[src/rtl/uart8n1_tx_drain.sv]
// UART 8N1 transmitter that drains a byte FIFO through its falling-edge read strobe.
// Optional `UART_TX_CTS_EN adds a synchronised active-low clear-to-send input cts_n.
module uart8n1_tx_drain #(
  parameter int unsigned CLK_HZ = 50000000,
  parameter int unsigned BAUD   = 115200
) (
  input  logic       clk,
  input  logic       rst,
  input  logic       tx_en,
  input  logic       fifo_empty,
  input  logic [7:0] fifo_odat,
`ifdef UART_TX_CTS_EN
  input  logic       cts_n,
`endif
  output logic       fifo_oen,
  output logic       txd,
  output logic       busy,
  output logic       tx_done
);

  localparam int unsigned BAUD_DIV  = (CLK_HZ / BAUD < 2) ? 2 : CLK_HZ / BAUD;
  localparam int unsigned CW        = $clog2(BAUD_DIV);
  localparam logic [CW-1:0] BAUD_LAST = CW'(BAUD_DIV - 1);

  typedef enum logic [2:0] {IDLE, REQ, DROP, LOAD, START, DATA, STOP} state_t;

  state_t        state, state_n;
  logic [CW-1:0] baud, baud_n;
  logic [2:0]    bitc, bitc_n;
  logic [7:0]    shift, shift_n;
  logic          txd_n, oen_n, busy_n, done_n;
  logic          cts_ok;
  logic          baud_wrap;

`ifdef UART_TX_CTS_EN
  logic [1:0] cts_sync;

  always_ff @(posedge clk or posedge rst) begin
    if (rst) cts_sync <= '1;
    else     cts_sync <= {cts_sync[0], cts_n};
  end

  assign cts_ok = ~cts_sync[1];
`else
  assign cts_ok = 1'b1;
`endif

  assign baud_wrap = (baud == BAUD_LAST);

  always_ff @(posedge clk or posedge rst) begin
    if (rst) begin
      state    <= IDLE;
      baud     <= '0;
      bitc     <= '0;
      shift    <= '0;
      txd      <= 1'b1;
      fifo_oen <= 1'b0;
      busy     <= 1'b0;
      tx_done  <= 1'b0;
    end else begin
      state    <= state_n;
      baud     <= baud_n;
      bitc     <= bitc_n;
      shift    <= shift_n;
      txd      <= txd_n;
      fifo_oen <= oen_n;
      busy     <= busy_n;
      tx_done  <= done_n;
    end
  end

  // fifo_oen and tx_done default low, so each can only ever be a single-cycle pulse.
  always_comb begin
    state_n = state;
    baud_n  = baud;
    bitc_n  = bitc;
    shift_n = shift;
    txd_n   = txd;
    oen_n   = 1'b0;
    busy_n  = busy;
    done_n  = 1'b0;
    case (state)
      IDLE: begin
        if (tx_en && fifo_empty && cts_ok) begin
          state_n = REQ;
          oen_n   = 1'b1;
          busy_n  = 1'b1;
        end
      end
      REQ:  state_n = DROP;
      DROP: state_n = LOAD;
      LOAD: begin
        shift_n = fifo_odat;
        txd_n   = 1'b0;
        baud_n  = '0;
        bitc_n  = '0;
        state_n = START;
      end
      START: begin
        if (baud_wrap) begin
          baud_n  = '0;
          bitc_n  = '0;
          txd_n   = shift[0];
          shift_n = {1'b0, shift[7:1]};
          state_n = DATA;
        end else begin
          baud_n = baud + 1'b1;
        end
      end
      DATA: begin
        if (baud_wrap) begin
          baud_n = '0;
          if (bitc == 3'd7) begin
            txd_n   = 1'b1;
            state_n = STOP;
          end else begin
            txd_n   = shift[0];
            shift_n = {1'b0, shift[7:1]};
            bitc_n  = bitc + 3'd1;
          end
        end else begin
          baud_n = baud + 1'b1;
        end
      end
      STOP: begin
        if (baud_wrap) begin
          baud_n  = '0;
          busy_n  = 1'b0;
          done_n  = 1'b1;
          state_n = IDLE;
        end else begin
          baud_n = baud + 1'b1;
        end
      end
      default: state_n = IDLE;
    endcase
  end

endmodule

[config.mk]
export PLATFORM = sky130hd
export DESIGN_NAME = uart8n1_tx_drain
export DESIGN_NICKNAME = d
export VERILOG_FILES = /design/src/rtl/uart8n1_tx_drain.sv
export SDC_FILE = /design/constraint.sdc
export NUM_CORES = 1
export LEC_CHECK = 0
export BUFFER_PORTS_ARGS = -buffer_cell sky130_fd_sc_hd__buf_2
export CORE_MARGIN = 2
export CORE_UTILIZATION = 45
export CTS_BUF_LIST = sky130_fd_sc_hd__clkbuf_4 sky130_fd_sc_hd__clkbuf_8
export CTS_CLUSTER_SIZE = 40
export DETAILED_ROUTE_END_ITERATION = 12
export PLACE_DENSITY = 0.67
export SLEW_MARGIN = 20
export SYNTH_ARGS = -nofsm -noshare
export SYNTH_HDL_FRONTEND = slang
export SYNTH_SLANG_ARGS = --single-unit
export TNS_END_PERCENT = 5
[constraint.sdc]
create_clock -name clk -period 3.1 [get_ports clk]
set_input_delay 0 -clock clk [delete_from_list [all_inputs] [get_ports clk]]
set_output_delay 0 -clock clk [all_outputs]
set_load 0.02 [all_outputs]
==> flow_metrics.tcl <==
set metrics [dict create \
    status "finished clean" \
    first_iter_violations 70 \
    clock_latency_ps 330 \
    ys_types 42 \
    drt-total-wl_microns 2661 \
    placed_area_sq_um 1583 \
    syn_inst 138 \
    cp_slowest_cell "dfrtp_1" \
    cts_buffers 3 \
    ys_async_sr_fraction_pct 100.0 \
    yosysWarnings 0 \
    finalMaxSlewViolations 0 \
    end_kind "flop" \
    detail-route-antenna-nets 0 \
    syn_to_final_growth_pct 11.76 \
    fin_cells 200 \
    dieArea_sq_um 3761 \
    dp_cells 192 \
    htree_levels 1 \
    hold_class "in -> reg" \
    tightest_slew_ps 968.9 \
    period_share_pct 62.18 \
    timing.reg2reg.setup_slack_ps 1170 \
    ys_ff_latch 27 \
    synth_common_cells "26 x dfrtp_1, 17 x nand2_1, 14 x mux2_2" \
    worstPathArrival_ps 2170 \
    routedWlPerCell_microns 13.31 \
    hold_viol_final 0 \
    globalRouteTotalUtil_pct 16.59 \
    ios 16 \
    crit_chain "nand2b_1, nor3_4, a21oi_4, mux2_2" \
    ir_drop_v 0.0002231 \
    grt_pass1_wl_microns 4609 \
    grt-ovfl-total 0 \
    criticalPathCategory "reg -> reg" \
    clk_pin_slew_ps 140 \
    grt_pass1_vias 1003 \
    cp-endpoint "shift[5]" \
    crit_fanout 12 \
    vias 1104 \
    antenna_found_initial 0 \
    post-place-ws_ps 1168 \
    cp-startpoint "state[1]" \
    synth_edf_count 0 \
    netlist.top_cell.by_area "dfrtp_1" \
    synth_top_area_share_pct 43.99 \
    die_y_microns 61.33 \
    rows 20 \
    drc 0 \
    post_cts_resized 0 \
    yosysMostFrequentCell "dfrtp_1" \
    slew_headroom_pct 35.01 \
    timing.fmax_mhz 518.8 \
    cp_top_family "simple AND/OR/NAND/NOR gates" \
    synth-main-ff-cell "dfrtp_1" \
    r2r.worst_path.cells 4 \
    total_power_mw 0.5547 \
    numPortBuffers 15 \
    ys_seq_area_share_pct 45.77 \
    stdcell_area_sq_um 1653 \
    place_congestion 0.7637 \
    fin_ws_ps 1173 \
    cp_slowest_stage_delay_ps 580 \
    finalSetupViolCount 0 \
    power_leakage_nw 0.7490 \
    worstReg2RegEnd "shift[5]" \
    final_util_pct 53.70 \
    syn-cell-area_sq_um 1479 \
    cap_violations 0 \
    setup_tns_ps 0 \
    power.density_nw_per_um2 335.6 \
    first_pass_iters 4 \
    critPathRequiredTime_ps 3340 \
    start_util_pct 48.05 \
    rsz0062_at_grt "no" \
    clockRootBuffer "clkbuf_4" \
    fp.dieW_microns 61.33 \
    r2r-start "state[1]" \
    cp.depth 4 \
    grt_max_degree 28 \
    cts_sinks 27 \
    final_layout_size_suffix_gt1_share_pct 28.21 \
    hpwlAfterDp_microns 1906 \
    cts_buffer_depth 2 \
    holdWs_ps 11.19 \
    ys_top_cells_by_area "dfrtp_1 44%, mux2_2 11%, nand2_1 4.3%, ha_1 3.4%, o21ai_0 3.0%" \
    cts_tree "yes" \
    syn_area_per_cell_sq_um 10.72 \
    nets 173 \
    synth_fp_nets 154 \
    insertedDiodeCount 0 \
    post-route-min-period_ps 1927 \
    finalClockSkew_ps 7.891 \
    crit_buf_inv 0 \
    via_per_inst 5.520 \
    core_area_sq_um 3078 \
    cp-start-kind "flop" \
]
==> cells in the final DEF (no fill, tap or decap), types with 2 or more instances in the layout <==
master	Yosys	final
a21o_1	3	3
dfrtp_1	26	26
dlygate4sd3_1	0	4
nor2b_1	2	2
ha_1	4	4
inv_1	4	3
mux2_2	14	14
buf_2	3	15
nor2_1	5	5
a211oi_1	3	3
a21oi_1	5	5
a22o_1	2	2
nand4_1	3	3
o31ai_1	2	2
clkbuf_4	0	4
nor4_1	2	2
or4_1	2	2
o21ai_0	9	9
o211ai_1	3	3
nand3_1	5	5
and3_1	2	2
nand2_1	17	17
==> routing by layer <==
metal	wire length (microns)	up-vias	share of wire, %	global-route usage (%)
met2	1288	13	48	26.75
met1	1264	537	48	21.68
met5	0	-	0	0
met4	34	0	1.3	8.075
met3	74	4	2.8	2.731
li1	-	550	-	-
==> worst min path at each step <==
stage / start / to / slack [ps] / cells after the start
after floorplan: rst / baud[0] / 50 / 1
after global placement: fifo_odat[7] / shift[7] / 240 / 2
after detailed placement: fifo_odat[7] / shift[7] / 250 / 2
after CTS: fifo_odat[1] / shift[1] / 10 / 3
after global routing: fifo_odat[0] / shift[0] / 9 / 3
final: fifo_odat[2] / shift[2] / 10 / 3
==> flip-flops by register name, summed over array words and instances, names as in the netlist <==
name / count
baud: 9
bitc: 3
busy: 1
fifo_oen: 1
shift: 8
state: 3
tx_done: 1
txd: 1
==> cells by family after synthesis <==
logic type                 count (synthesis)  share of synthesized area, %
muxes                                     14                         10.66
and+or+nand+nor                           48                         19.88
DFF                                       27                         45.77
xor gates and xnor gates                   1                        0.5923
buffers and inverters                      9                         2.791
AOI/OAI and AO/OA                         35                         16.92
adders and majority gates                  4                         3.384
==> final cells by class <==
cell class                 instances  area (sq um)
tap                               44         55.05
sequential                        27         676.9
timing repair buffer              19         115.1
fill                             275          1425
multi-input combinational        102         760.7
clock buffer                       4         30.03
inverter                           4         15.01
==> what timing repair did <==
item,in CTS,in global routing
hold endpoints to repair,28,0
hold buffers,4,0
setup buffers,0,0
==> power by group <==
| part | internal (mW) | switching, mW |
|---|---|---|
| registers | 0.358 | 0.00281 |
| clock network | 0.0593 | 0.104 |
| logic | 0.0165 | 0.0136 |
| total | 0.434 | 0.121 |
==> worst min-delay path, cell delays in order <==
cell and delay [ps]:
buf_2 70, mux2_2 120, mux2_2 130
No activity file was read; power rests on OpenSTA's default activity.
